## src/rtl/tuner_ctrl_seq_if.sv

```systemverilog
`default_nettype none
// ============================================================================
// Module      : tuner_ctrl_seq_if
// Description : Handshake and data bundle between the tuner sequencer and
//               tuner_phy (search trigger, peak list, lock trigger, lock-loss
//               interrupt, resume, selected peak configuration).
// Revision    : 1.0 - initial release
// ============================================================================
interface tuner_ctrl_seq_if #(
    parameter int DAC_WIDTH  = 8,
    parameter int ADC_WIDTH  = 8,
    parameter int NUM_TARGET = 8
);
    localparam int c_CNT_W = $clog2(NUM_TARGET) + 1;

    logic                            search_trig_val;
    logic                            search_trig_rdy;
    logic                            search_peaks_val;
    logic                            search_peaks_rdy;
    logic [NUM_TARGET*DAC_WIDTH-1:0] ring_tune_peaks;
    logic [NUM_TARGET*ADC_WIDTH-1:0] pwr_peaks;
    logic [c_CNT_W-1:0]              peaks_cnt;
    logic                            lock_trig_val;
    logic                            lock_trig_rdy;
    logic                            lock_intr_val;
    logic                            lock_intr_rdy;
    logic                            lock_resume_val;
    logic                            lock_resume_rdy;
    logic [ADC_WIDTH-1:0]            cfg_pwr_peak;
    logic [DAC_WIDTH-1:0]            cfg_ring_tune_peak;

    // Sequencer side
    modport master (
        output search_trig_val,  input  search_trig_rdy,
        input  search_peaks_val, output search_peaks_rdy,
        input  ring_tune_peaks,  input  pwr_peaks, input peaks_cnt,
        output lock_trig_val,    input  lock_trig_rdy,
        input  lock_intr_val,    output lock_intr_rdy,
        output lock_resume_val,  input  lock_resume_rdy,
        output cfg_pwr_peak,     output cfg_ring_tune_peak
    );

    // Phy side
    modport slave (
        input  search_trig_val,  output search_trig_rdy,
        output search_peaks_val, input  search_peaks_rdy,
        output ring_tune_peaks,  output pwr_peaks, output peaks_cnt,
        input  lock_trig_val,    output lock_trig_rdy,
        output lock_intr_val,    input  lock_intr_rdy,
        input  lock_resume_val,  output lock_resume_rdy,
        input  cfg_pwr_peak,     input  cfg_ring_tune_peak
    );
endinterface
`default_nettype wire

```

## src/rtl/tuner_ctrl_seq.sv

```systemverilog
`default_nettype none
// ============================================================================
// Module      : tuner_ctrl_seq
// Description : Host-side sequencer for one ring tuner. Triggers a search,
//               picks one peak by index, drives its power/tune code to the
//               phy, triggers lock and services lock-loss interrupts.
//               Optional build macro TUNER_CTRL_RELOCK_EN: a lock-loss
//               interrupt triggers a full re-search/relock, bounded by
//               MAX_RELOCK attempts (error code 4 when exceeded).
// Revision    : 1.0 - initial release
// ============================================================================
module tuner_ctrl_seq #(
    parameter int DAC_WIDTH      = 8,
    parameter int ADC_WIDTH      = 8,
    parameter int NUM_TARGET     = 8,
    parameter int TIMEOUT_CYCLES = 4096,
    parameter int RESUME_DELAY   = 16,
    parameter int MAX_RELOCK     = 3
) (
    input  wire logic                          i_clk,
    input  wire logic                          i_rst_n,
    input  wire logic                          i_start,
    input  wire logic                          i_abort,
    input  wire logic [$clog2(NUM_TARGET)-1:0] i_cfg_target_idx,
    input  wire logic [ADC_WIDTH-1:0]          i_cfg_pwr_min,
    tuner_ctrl_seq_if.master                   phy,
    output logic                               o_busy,
    output logic                               o_locked,
    output logic                               o_err,
    output logic [2:0]                         o_err_code,
    output logic [7:0]                         o_intr_cnt
);
    localparam int c_IDX_W  = $clog2(NUM_TARGET);
    localparam int c_CNT_W  = c_IDX_W + 1;
    localparam int c_WD_MAX = (TIMEOUT_CYCLES > RESUME_DELAY) ? TIMEOUT_CYCLES : RESUME_DELAY;
    localparam int c_WD_W   = $clog2(c_WD_MAX + 1);

    localparam logic [c_WD_W-1:0] c_WD_TIMEOUT_LAST = c_WD_W'(TIMEOUT_CYCLES - 1);
    localparam logic [c_WD_W-1:0] c_WD_RESUME_LAST  = c_WD_W'(RESUME_DELAY);
    localparam logic [c_WD_W-1:0] c_WD_SAT          = {c_WD_W{1'b1}};

    localparam logic [3:0] c_ST_IDLE      = 4'd0;
    localparam logic [3:0] c_ST_S_TRIG    = 4'd1;
    localparam logic [3:0] c_ST_S_WAIT    = 4'd2;
    localparam logic [3:0] c_ST_SELECT    = 4'd3;
    localparam logic [3:0] c_ST_L_TRIG    = 4'd4;
    localparam logic [3:0] c_ST_LOCKED    = 4'd5;
    localparam logic [3:0] c_ST_INTR_WAIT = 4'd6;
    localparam logic [3:0] c_ST_RESUME    = 4'd7;
    localparam logic [3:0] c_ST_ERR       = 4'd8;

    localparam logic [2:0] c_ERR_NONE    = 3'd0;
    localparam logic [2:0] c_ERR_NO_PEAK = 3'd1;
    localparam logic [2:0] c_ERR_LOW_PWR = 3'd2;
    localparam logic [2:0] c_ERR_TIMEOUT = 3'd3;

    logic [3:0]                      r_state;
    logic [3:0]                      w_next;
    logic [2:0]                      w_err_code;
    logic [c_WD_W-1:0]               r_wd;
    logic                            w_wd_expired;
    logic                            w_start_acc;
    logic                            w_intr_acc;
    logic [c_IDX_W-1:0]              r_target_idx;
    logic [ADC_WIDTH-1:0]            r_pwr_min;
    logic [NUM_TARGET*DAC_WIDTH-1:0] r_tune_flat;
    logic [NUM_TARGET*ADC_WIDTH-1:0] r_pwr_flat;
    logic [c_CNT_W-1:0]              r_peaks_cnt;
    logic [DAC_WIDTH-1:0]            w_tune [NUM_TARGET];
    logic [ADC_WIDTH-1:0]            w_pwr  [NUM_TARGET];
    logic [DAC_WIDTH-1:0]            w_sel_tune;
    logic [ADC_WIDTH-1:0]            w_sel_pwr;
    logic [ADC_WIDTH-1:0]            r_cfg_pwr;
    logic [DAC_WIDTH-1:0]            r_cfg_tune;
    logic                            r_lock_trig_val;
    logic                            r_err;
    logic [2:0]                      r_err_code;
    logic [7:0]                      r_intr_cnt;

    assign w_wd_expired = (r_wd == c_WD_TIMEOUT_LAST);
    assign w_start_acc  = ((r_state == c_ST_IDLE) || (r_state == c_ST_ERR)) && (w_next == c_ST_S_TRIG);
    assign w_intr_acc   = (r_state == c_ST_LOCKED) && phy.lock_intr_val && !i_abort;

    // Split the registered peak list into per-peak words
    for (genvar g = 0; g < NUM_TARGET; g++) begin : g_unpack
        assign w_tune[g] = r_tune_flat[g*DAC_WIDTH +: DAC_WIDTH];
        assign w_pwr[g]  = r_pwr_flat[g*ADC_WIDTH +: ADC_WIDTH];
    end

    assign w_sel_tune = w_tune[r_target_idx];
    assign w_sel_pwr  = w_pwr[r_target_idx];

`ifdef TUNER_CTRL_RELOCK_EN
    localparam int                c_RL_W        = $clog2(MAX_RELOCK + 2);
    localparam logic [c_RL_W-1:0] c_RL_MAX      = c_RL_W'(MAX_RELOCK);
    localparam logic [2:0]        c_ERR_RELOCK  = 3'd4;

    logic [c_RL_W-1:0] r_relock_cnt;
    logic              w_relock_over;

    // One more interrupt once the counter holds MAX_RELOCK exceeds the budget
    assign w_relock_over = (r_relock_cnt >= c_RL_MAX);

    // Relock attempts since the last host start
    always_ff @(posedge i_clk or negedge i_rst_n) begin
        if (!i_rst_n) begin
            r_relock_cnt <= '0;
        end else if (w_start_acc) begin
            r_relock_cnt <= '0;
        end else if (w_intr_acc && !w_relock_over) begin
            r_relock_cnt <= r_relock_cnt + 1'b1;
        end
    end
`else
    // MAX_RELOCK only shapes the relock build; kept so both builds share one parameter list
    if (MAX_RELOCK < 0) begin : g_relock_unused
    end
`endif

    // State register
    always_ff @(posedge i_clk or negedge i_rst_n) begin
        if (!i_rst_n) begin
            r_state <= c_ST_IDLE;
        end else begin
            r_state <= w_next;
        end
    end

    // Next-state decision and the error code recorded on entry to ERR
    always_comb begin
        w_next     = r_state;
        w_err_code = c_ERR_NONE;
        case (r_state)
            c_ST_IDLE: begin
                if (i_start) w_next = c_ST_S_TRIG;
            end
            c_ST_S_TRIG: begin
                if (phy.search_trig_rdy) begin
                    w_next = c_ST_S_WAIT;
                end else if (w_wd_expired) begin
                    w_next     = c_ST_ERR;
                    w_err_code = c_ERR_TIMEOUT;
                end
            end
            c_ST_S_WAIT: begin
                if (phy.search_peaks_val) begin
                    w_next = c_ST_SELECT;
                end else if (w_wd_expired) begin
                    w_next     = c_ST_ERR;
                    w_err_code = c_ERR_TIMEOUT;
                end
            end
            c_ST_SELECT: begin
                if ({1'b0, r_target_idx} >= r_peaks_cnt) begin
                    w_next     = c_ST_ERR;
                    w_err_code = c_ERR_NO_PEAK;
                end else if (w_sel_pwr < r_pwr_min) begin
                    w_next     = c_ST_ERR;
                    w_err_code = c_ERR_LOW_PWR;
                end else begin
                    w_next = c_ST_L_TRIG;
                end
            end
            c_ST_L_TRIG: begin
                if (r_lock_trig_val && phy.lock_trig_rdy) begin
                    w_next = c_ST_LOCKED;
                end else if (w_wd_expired) begin
                    w_next     = c_ST_ERR;
                    w_err_code = c_ERR_TIMEOUT;
                end
            end
            c_ST_LOCKED: begin
                if (phy.lock_intr_val) begin
`ifdef TUNER_CTRL_RELOCK_EN
                    if (w_relock_over) begin
                        w_next     = c_ST_ERR;
                        w_err_code = c_ERR_RELOCK;
                    end else begin
                        w_next = c_ST_S_TRIG;
                    end
`else
                    w_next = c_ST_INTR_WAIT;
`endif
                end
            end
            c_ST_INTR_WAIT: begin
                if (r_wd == c_WD_RESUME_LAST) w_next = c_ST_RESUME;
            end
            c_ST_RESUME: begin
                if (phy.lock_resume_rdy) begin
                    w_next = c_ST_LOCKED;
                end else if (w_wd_expired) begin
                    w_next     = c_ST_ERR;
                    w_err_code = c_ERR_TIMEOUT;
                end
            end
            c_ST_ERR: begin
                if (i_start) w_next = c_ST_S_TRIG;
            end
            default: w_next = c_ST_IDLE;
        endcase
        // Abort wins over any handshake completing in the same cycle
        if (i_abort) begin
            w_next     = c_ST_IDLE;
            w_err_code = c_ERR_NONE;
        end
    end

    // Outputs decoded from the state register or taken straight from registers
    always_comb begin
        phy.search_trig_val    = (r_state == c_ST_S_TRIG);
        phy.search_peaks_rdy   = (r_state == c_ST_S_WAIT);
        phy.lock_trig_val      = r_lock_trig_val;
        phy.lock_intr_rdy      = (r_state == c_ST_LOCKED);
        phy.lock_resume_val    = (r_state == c_ST_RESUME);
        phy.cfg_pwr_peak       = r_cfg_pwr;
        phy.cfg_ring_tune_peak = r_cfg_tune;
        o_locked               = (r_state == c_ST_LOCKED);
        o_busy                 = !((r_state == c_ST_IDLE) || (r_state == c_ST_LOCKED) ||
                                   (r_state == c_ST_ERR));
        o_err                  = r_err;
        o_err_code             = r_err_code;
        o_intr_cnt             = r_intr_cnt;
    end

    // Per-state wait counter: restarts on every state change, saturates otherwise
    always_ff @(posedge i_clk or negedge i_rst_n) begin
        if (!i_rst_n) begin
            r_wd <= '0;
        end else if (w_next != r_state) begin
            r_wd <= '0;
        end else if (r_wd != c_WD_SAT) begin
            r_wd <= r_wd + 1'b1;
        end
    end

    // Host configuration captured when a start is accepted
    always_ff @(posedge i_clk or negedge i_rst_n) begin
        if (!i_rst_n) begin
            r_target_idx <= '0;
            r_pwr_min    <= '0;
        end else if (w_start_acc) begin
            r_target_idx <= i_cfg_target_idx;
            r_pwr_min    <= i_cfg_pwr_min;
        end
    end

    // Peak list captured on an accepted (non-aborted) peak handshake
    always_ff @(posedge i_clk or negedge i_rst_n) begin
        if (!i_rst_n) begin
            r_tune_flat <= '0;
            r_pwr_flat  <= '0;
            r_peaks_cnt <= '0;
        end else if ((r_state == c_ST_S_WAIT) && (w_next == c_ST_SELECT)) begin
            r_tune_flat <= phy.ring_tune_peaks;
            r_pwr_flat  <= phy.pwr_peaks;
            r_peaks_cnt <= phy.peaks_cnt;
        end
    end

    // Selected peak loaded when SELECT passes; held through abort and errors
    always_ff @(posedge i_clk or negedge i_rst_n) begin
        if (!i_rst_n) begin
            r_cfg_pwr  <= '0;
            r_cfg_tune <= '0;
        end else if ((r_state == c_ST_SELECT) && (w_next == c_ST_L_TRIG)) begin
            r_cfg_pwr  <= w_sel_pwr;
            r_cfg_tune <= w_sel_tune;
        end
    end

    // Lock trigger rises one cycle into L_TRIG so cfg is already settled at the phy
    always_ff @(posedge i_clk or negedge i_rst_n) begin
        if (!i_rst_n) begin
            r_lock_trig_val <= 1'b0;
        end else begin
            r_lock_trig_val <= (r_state == c_ST_L_TRIG) && (w_next == c_ST_L_TRIG);
        end
    end

    // Sticky error flag and code, cleared by an accepted start
    always_ff @(posedge i_clk or negedge i_rst_n) begin
        if (!i_rst_n) begin
            r_err      <= 1'b0;
            r_err_code <= c_ERR_NONE;
        end else if (w_start_acc) begin
            r_err      <= 1'b0;
            r_err_code <= c_ERR_NONE;
        end else if ((w_next == c_ST_ERR) && (r_state != c_ST_ERR)) begin
            r_err      <= 1'b1;
            r_err_code <= w_err_code;
        end
    end

    // Saturating count of serviced lock-loss interrupts
    always_ff @(posedge i_clk or negedge i_rst_n) begin
        if (!i_rst_n) begin
            r_intr_cnt <= '0;
        end else if (w_intr_acc && (r_intr_cnt != 8'hFF)) begin
            r_intr_cnt <= r_intr_cnt + 1'b1;
        end
    end
endmodule
`default_nettype wire

```

## src/flat_wrapper.sv

```systemverilog
// flat-port wrapper written by rule: the top's interface ports become plain ports
module tuner_ctrl_seq_flat 
#(
    parameter int DAC_WIDTH      = 8,
    parameter int ADC_WIDTH      = 8,
    parameter int NUM_TARGET     = 8,
    parameter int TIMEOUT_CYCLES = 4096,
    parameter int RESUME_DELAY   = 16,
    parameter int MAX_RELOCK     = 3
)
  (i_clk, i_rst_n, i_start, i_abort, i_cfg_target_idx, i_cfg_pwr_min, o_busy, o_locked, o_err, o_err_code, o_intr_cnt, phy_search_trig_val, phy_search_trig_rdy, phy_search_peaks_val, phy_search_peaks_rdy, phy_ring_tune_peaks, phy_pwr_peaks, phy_peaks_cnt, phy_lock_trig_val, phy_lock_trig_rdy, phy_lock_intr_val, phy_lock_intr_rdy, phy_lock_resume_val, phy_lock_resume_rdy, phy_cfg_pwr_peak, phy_cfg_ring_tune_peak);
  tuner_ctrl_seq_if #(.DAC_WIDTH(DAC_WIDTH), .ADC_WIDTH(ADC_WIDTH), .NUM_TARGET(NUM_TARGET)) phy_i ();
  input  wire logic i_clk;
  input  wire logic i_rst_n;
  input  wire logic i_start;
  input  wire logic i_abort;
  input  wire logic [$clog2(NUM_TARGET)-1:0] i_cfg_target_idx;
  input  wire logic [ADC_WIDTH-1:0] i_cfg_pwr_min;
  output logic o_busy;
  output logic o_locked;
  output logic o_err;
  output logic [2:0] o_err_code;
  output logic [7:0] o_intr_cnt;
  output wire logic [$bits(phy_i.search_trig_val)-1:0] phy_search_trig_val;
  input wire logic [$bits(phy_i.search_trig_rdy)-1:0] phy_search_trig_rdy;
  input wire logic [$bits(phy_i.search_peaks_val)-1:0] phy_search_peaks_val;
  output wire logic [$bits(phy_i.search_peaks_rdy)-1:0] phy_search_peaks_rdy;
  input wire logic [$bits(phy_i.ring_tune_peaks)-1:0] phy_ring_tune_peaks;
  input wire logic [$bits(phy_i.pwr_peaks)-1:0] phy_pwr_peaks;
  input wire logic [$bits(phy_i.peaks_cnt)-1:0] phy_peaks_cnt;
  output wire logic [$bits(phy_i.lock_trig_val)-1:0] phy_lock_trig_val;
  input wire logic [$bits(phy_i.lock_trig_rdy)-1:0] phy_lock_trig_rdy;
  input wire logic [$bits(phy_i.lock_intr_val)-1:0] phy_lock_intr_val;
  output wire logic [$bits(phy_i.lock_intr_rdy)-1:0] phy_lock_intr_rdy;
  output wire logic [$bits(phy_i.lock_resume_val)-1:0] phy_lock_resume_val;
  input wire logic [$bits(phy_i.lock_resume_rdy)-1:0] phy_lock_resume_rdy;
  output wire logic [$bits(phy_i.cfg_pwr_peak)-1:0] phy_cfg_pwr_peak;
  output wire logic [$bits(phy_i.cfg_ring_tune_peak)-1:0] phy_cfg_ring_tune_peak;
  assign phy_search_trig_val = phy_i.search_trig_val;
  assign phy_i.search_trig_rdy = phy_search_trig_rdy;
  assign phy_i.search_peaks_val = phy_search_peaks_val;
  assign phy_search_peaks_rdy = phy_i.search_peaks_rdy;
  assign phy_i.ring_tune_peaks = phy_ring_tune_peaks;
  assign phy_i.pwr_peaks = phy_pwr_peaks;
  assign phy_i.peaks_cnt = phy_peaks_cnt;
  assign phy_lock_trig_val = phy_i.lock_trig_val;
  assign phy_i.lock_trig_rdy = phy_lock_trig_rdy;
  assign phy_i.lock_intr_val = phy_lock_intr_val;
  assign phy_lock_intr_rdy = phy_i.lock_intr_rdy;
  assign phy_lock_resume_val = phy_i.lock_resume_val;
  assign phy_i.lock_resume_rdy = phy_lock_resume_rdy;
  assign phy_cfg_pwr_peak = phy_i.cfg_pwr_peak;
  assign phy_cfg_ring_tune_peak = phy_i.cfg_ring_tune_peak;
  tuner_ctrl_seq #(.DAC_WIDTH(DAC_WIDTH), .ADC_WIDTH(ADC_WIDTH), .NUM_TARGET(NUM_TARGET), .TIMEOUT_CYCLES(TIMEOUT_CYCLES), .RESUME_DELAY(RESUME_DELAY), .MAX_RELOCK(MAX_RELOCK)) u_core (.i_clk(i_clk), .i_rst_n(i_rst_n), .i_start(i_start), .i_abort(i_abort), .i_cfg_target_idx(i_cfg_target_idx), .i_cfg_pwr_min(i_cfg_pwr_min), .phy(phy_i), .o_busy(o_busy), .o_locked(o_locked), .o_err(o_err), .o_err_code(o_err_code), .o_intr_cnt(o_intr_cnt));
endmodule
```

## config.mk

```make
export PLATFORM = sky130hd
export DESIGN_NAME = tuner_ctrl_seq_flat
export DESIGN_NICKNAME = d
export VERILOG_FILES = /design/src/rtl/tuner_ctrl_seq_if.sv /design/src/rtl/tuner_ctrl_seq.sv /design/src/flat_wrapper.sv
export SDC_FILE = /design/constraint.sdc
export NUM_CORES = 1
export LEC_CHECK = 0
export BUFFER_PORTS_ARGS = -buffer_cell sky130_fd_sc_hd__clkbuf_2
export CAP_MARGIN = 20
export CORE_MARGIN = 1
export CORE_UTILIZATION = 50
export DETAILED_ROUTE_END_ITERATION = 7
export GPL_ROUTABILITY_DRIVEN = 1
export PLACE_DENSITY = 0.73
export REMOVE_ABC_BUFFERS = 1
export SLEW_MARGIN = 10
export SYNTH_ARGS = -nofsm -noshare
export SYNTH_HDL_FRONTEND = slang
export SYNTH_SLANG_ARGS = --single-unit
```

## constraint.sdc

```tcl
create_clock -name i_clk -period 4.8 [get_ports i_clk]
set_clock_uncertainty 0.2 [all_clocks]
set_input_delay 0.96 -clock i_clk [delete_from_list [all_inputs] [get_ports i_clk]]
set_output_delay 0.96 -clock i_clk [all_outputs]
set_load 0.02 [all_outputs]
```

==> out/qor.txt, run 1 <==
Worst Reg2Reg Path Length in Cells: 9
1st-pass router iterations: 4
Primary FF master, synth: dfrtp_1
Synth cell types: 53
#FFs+latches synth: 188
Post-synth top area share: 52.8%
Wire per inst: 18.8 um
Post-synth EDFFs: 0
CTS Hold Bufs: 0
CP arrival: 4400 ps
Met2 Use GR: 36.8%
CP Max Fanout: 16
Routed vias/inst: 5.57
Largest net degree at the start of global routing: 112
Pre-CTS WS: 481 ps
Total CTS buffers: 17
Global-route wire length before repair: 32,300 um
CTS tree: done
Max-slew violations: 0
Most frequent cells in the layout: dfrtp_1 (186), clkbuf_2 (184), mux2_2 (157), mux4_2 (32), nor2_1 (31)
Inserted Diodes: 0
Pwr Density: 537 nW/um^2
Grt met1 use: 30.9%
Via count: 5,912
GR peak layer: met2
Total Routed Length: 19,900 um
Clock Path Buffers: 2
Row count: 48
Cell Area, Placed: 10,000 um^2
Post-synthesis sequential area ratio: 52.8%
Clock root buffer: clkbuf_16
Status: finished clean
Fmax: 233 MHz
Nets: 989
# Post-CTS Setup Buffers: 0
Fin util: 61.4%
CP Class: reg -> reg
Commonest non-fill, non-tap cell in the layout: dfrtp_1
Htree depth: 4
Port Buffers: 185
Clk sinks: 188
Min cycle time layout: 4290 ps
Critical Path Sink Type: flop
Max IR drop VDD: 0.000286 V
Dpl hpwl: 14,200 um
Worst Tran Pin Value: 1140 ps
Setup ws final: 509 ps
Period utilization: 89.4%
Die height: 136 um
Fillers: 1,387
Tot GR Track Use: 23.2%
Post-synth top area cell: dfrtp_1
GR met3 Demand/Resource: 7.22%
Routed Antenna Nets: 0
Post-cts sizing count: 0
# setup viols final: 0
Final hold vios: 0
Worst-Skew Late Latency: 430 ps
Max Cap Violations: 0
RSZ-0062 raised after global routing: false
Synth warn: 0
Mapped cell area: 8910 um^2
Number of global-route vias before repair: 6,195
Area contributors post-synth: dfrtp_1 (53%), mux2_2 (20%), mux4_2 (8.1%), ha_1 (1.8%), a21oi_1 (1.6%)
Post-Synthesis Cells: 653
Core area: 17,400 um^2
Crit path required time: 4910 ps
DRC Markers: 0
Die area: 18,400 um^2
Hold slack: 306 ps
Hold-critical path depth: 1
DIE WIDTH: 136 um
Slew HR: 24.2%
Initial antenna violation count: 0
Design Area, Final: 10,700 um^2
Hold Crit Class: reg -> reg
Setup crit start kind: flop
P&R area growth vs syn: 19.6%
Pleak: 5.12 nW
Mapped Avg Cell Area: 13.7 um^2
Overflow after GRT: 0
Layout cells sized above 1: 50.7%
DRC marker count from the first detailed-route iteration: 255
GP Congestion: 0.844
Worst-path clk slew: 70 ps
Ports: 187
Synth async-reset ratio: 100%
Initial Util: 51.4%
-- worst max-delay path, stage by stage, from the launching register on --
cell and delay [ps]:
dfrtp_2 690, mux4_2 570, mux2_2 290, ha_1 300, nand2_1 80, o21ai_0 410
nor2_1 190, nor4_2 240, and2_1 770, mux2_2 420
-- final timing paths --
path                                   startpoint                    endpoint  slack, ps
max reg2reg                u_core.r_target_idx[0]  u_core.phy.cfg_pwr_peak[7]        510
max in group asynchronous                 i_rst_n      u_core.r_tune_flat[17]       3030
min in group asynchronous                 i_rst_n       u_core.r_pwr_flat[11]        440
min                        u_core.r_tune_flat[11]      u_core.r_tune_flat[11]        310
min reg2reg                u_core.r_tune_flat[11]      u_core.r_tune_flat[11]        310
max                        u_core.r_target_idx[0]  u_core.phy.cfg_pwr_peak[7]        510
-- per-stage QoR --
step                      TNS [ps]  cells  power (W)
after floorplan             -96600    613    0.00374
after global placement           0   1030    0.00417
after detailed placement         0   1030    0.00428
after CTS                        0   1062    0.00577
after global routing             0   1062    0.00607
final                            0   1062    0.00572
-- synth_stat cells, drive strengths merged (5+ instances only) --
cell type and count:
mux2 159, inv 18, and3 5, nor3 6, nand4 8, nor2 31
a21oi 28, buf 22, mux2i 11, nand2 21, mux4 32, nand3 12
dfrtp 188, clkbuf 18, xor2 6, o21ai 7, ha 13, xnor2 10
-- per-layer routing --
metal	wire length, um	vias up	part of all wire (%)
li1	-	2720	-
met4	232	0	1.2
met2	9650	173	48
met1	8680	3000	44
met3	1380	19	6.9
met5	0	-	0
-- power breakdown --
group	total (W)	internal [W]	switching (W)	leakage [nW]
sequential	0.00249	0.00212	0.000373	2.45
clock	0.00149	0.000890	0.000596	0.298
combinational	0.00175	0.00103	0.000717	2.38
total	0.00572	0.00404	0.00169	5.12
-- state kept, by name, indices dropped and copies added, names as in the netlist --
signal / cells
u_core.r_state: 4
u_core.o_err_code: 2
u_core.r_pwr_min: 8
u_core.r_tune_flat: 64
u_core.r_pwr_flat: 64
u_core.r_target_idx: 3
u_core.phy.lock_trig_val: 1
u_core.r_wd: 13
u_core.o_intr_cnt: 8
u_core.o_err: 1
u_core.phy.cfg_pwr_peak: 8
u_core.r_peaks_cnt: 4
u_core.phy.cfg_ring_tune_peak: 8
-- kinds of logic after synthesis --
family | after synthesis | synth area share (%)
AO/OA/AOI/OAI | 59 | 4.39
XOR/XNOR | 16 | 1.57
adder cells (fa/ha/maj) | 13 | 1.82
buffers and inverters | 58 | 2.99
flip-flops | 188 | 52.8
multiplexers | 202 | 29.5
other | 1 | 0.0421
AND/OR/NAND/NOR | 116 | 6.92
-- cell type report --
class                      instances  area, um^2  share of cell area [%]
inverter                          18        67.6                   0.634
clock inverter                     9         134                    1.26
sequential                       188        4710                    44.2
timing repair buffer             192        1020                    9.61
multi-input combinational        407        3950                    37.0
tap                              225         282                    2.64
clock buffer                      23         498                    4.67
(Power assumes the default switching activity.)
==> run 2: changes to the inputs <==
- MAX_ROUTING_LAYER: default -> met4
- clock period: 4.8 -> 4 ns (I/O delays scaled with it)
==> run 2 against run 1 <==
Die area unchanged. Largest power group unchanged. Final area up 0.39%. Cell count up 0.56%. Total power up 20%. Sequential cell count unchanged. Clock power up 15%. Utilization up 0.24 points. Sequential power up 19%. Register-to-register slack worse by 180 ps. Maximum frequency up 17%.
==> out/qor.txt, run 2 (synthesized netlist as in run 1, its figures left out) <==
Status: finished clean
Slowest cell delay on critical path: 490 ps
# Post-CTS Setup Buffers: 0
Nets: 995
CTS tree: done
CP Class: reg -> reg
1st-pass router iterations: 5
# setup viols final: 0
Via count: 5,972
Worst setup path startpoint: u_core.r_target_idx[0]
Initial antenna violation count: 0
Most frequent cells in the layout: dfrtp_1 (186), clkbuf_2 (184), mux2_2 (157), mux4_2 (32), nor2_1 (31)
Clock Path Buffers: 2
Tot GR Track Use: 24.1%
Dpl hpwl: 14,600 um
Worst setup path endpoint: u_core.o_err_code[0]
Die height: 136 um
CP Max Fanout: 10
Total CTS buffers: 17
CP bufs+invs: 1
DRC marker count from the first detailed-route iteration: 328
Number of global-route vias before repair: 6,351
Fin util: 61.6%
Worst Reg2Reg Path Length in Cells: 10
Pwr Density: 640 nW/um^2
Routed vias/inst: 5.59
Layout cells sized above 1: 51.2%
CP arrival: 3810 ps
Final hold vios: 0
Routed Antenna Nets: 0
Worst path slowest cell: mux4_2
Max Cap Violations: 0
Cell family with most CP delay: compound AO/OA/AOI/OAI gates
CP Depth: 10
Total Routed Length: 19,900 um
Setup crit start kind: flop
Cell Area, Placed: 10,100 um^2
Worst reg2reg startpoint: u_core.r_target_idx[0]
Worst Tran Pin Value: 808 ps
R2r setup slk: 330 ps
Worst-Skew Late Latency: 430 ps
Max IR drop VDD: 0.000318 V
Top Registers: u_core.r_pwr_flat x64, u_core.r_tune_flat x64, u_core.r_wd x13
Setup ws final: 332 ps
Worst-path clk slew: 70 ps
Crit path required time: 4150 ps
Period utilization: 91.7%
Initial Util: 51.4%
Fmax: 273 MHz
Ports: 187
Critical Path Sink Type: flop
Top cell by count, worst path: o21ai_0
Pre-CTS WS: 196 ps
Max-slew violations: 0
Hold Crit Class: in -> async
DRC Markers: 0
Wire per inst: 18.7 um
Core area: 17,400 um^2
Port Buffers: 185
RSZ-0062 raised after global routing: false
Overflow after GRT: 0
Global-route wire length before repair: 32,500 um
Commonest non-fill, non-tap cell in the layout: dfrtp_1
Pleak: 5.16 nW
Setup TNS: 0 ps
Worst reg2reg endpoint: u_core.o_err_code[0]
Largest net degree at the start of global routing: 102
Die area: 18,400 um^2
P&R area growth vs syn: 20.0%
Inserted Diodes: 0
Slew HR: 46.1%
GP Congestion: 0.933
DIE WIDTH: 136 um
Clk sinks: 188
Htree depth: 4
Row count: 48
Clock root buffer: clkbuf_16
Crit-path cells: buf_12 > mux4_2 > mux2_2 > ha_1 > a21oi_1 > o21ai_0 > a2111oi_4 > o21ai_0 > a211oi_2 > mux2i_1
Design Area, Final: 10,700 um^2
Min cycle time layout: 3670 ps
run 2: cell types whose count changed in the layout (fill, tap and decap cells not counted), sizes merged:
cell / change
inv: +9
clkinv: +1
bufinv: -1
clkbuf: -6
clkinvlp: -3
buf: +6
run 2: where the power goes:
part,internal [W],switching [W]
Sequential,0.00254,0.000423
Combinational,0.00126,0.000900
Clock,0.000947,0.000776
run 2: final cells by class:
class	count	area, um^2
Timing Repair Buffer	198	1090
Clock inverter	15	176
Clock buffer	17	425
Inverter	18	67.6
Sequential cell	188	4710
Multi-Input combinational cell	407	3950
Fill cell	1325	6660
Tap cell	225	282
run 2: worst min-delay path by stage:
stage	slack (ps)	endpoint	cells past startpoint	start
CTS	290	u_core.r_pwr_flat[27]	1	i_rst_n
floorplan	280	u_core.r_pwr_flat[17]	1	u_core.r_pwr_flat[17]
global placement	280	u_core.o_intr_cnt[6]	1	u_core.o_intr_cnt[6]
finish	250	u_core.r_pwr_flat[11]	1	i_rst_n
global route	310	u_core.r_pwr_flat[11]	1	i_rst_n
detailed placement	290	u_core.o_intr_cnt[6]	1	u_core.o_intr_cnt[6]
run 2: per-stage QoR:
stage	std cells	hold slack [ps]	total power, W
global route	1068	308	0.00725
detailed placement	1036	290	0.00517
floorplan	613	276	0.00449
CTS	1068	288	0.00692
global placement	1036	279	0.00504
finish	1068	251	0.00685
run 2: per-layer routing:
metal / global-route usage (%) / up-vias / routed length (um)
li1: - / 2735 / -
met4: 8.68 / 0 / 422
met1: 31.9 / 2999 / 8690
met5: - / - / 0
met3: 5.87 / 31 / 1330
met2: 36.3 / 207 / 9510
run 2: repair_timing:
action,in CTS,in global routing
resized for setup,0,1
hold buffers,0,0
setup endpoints to repair,0,6
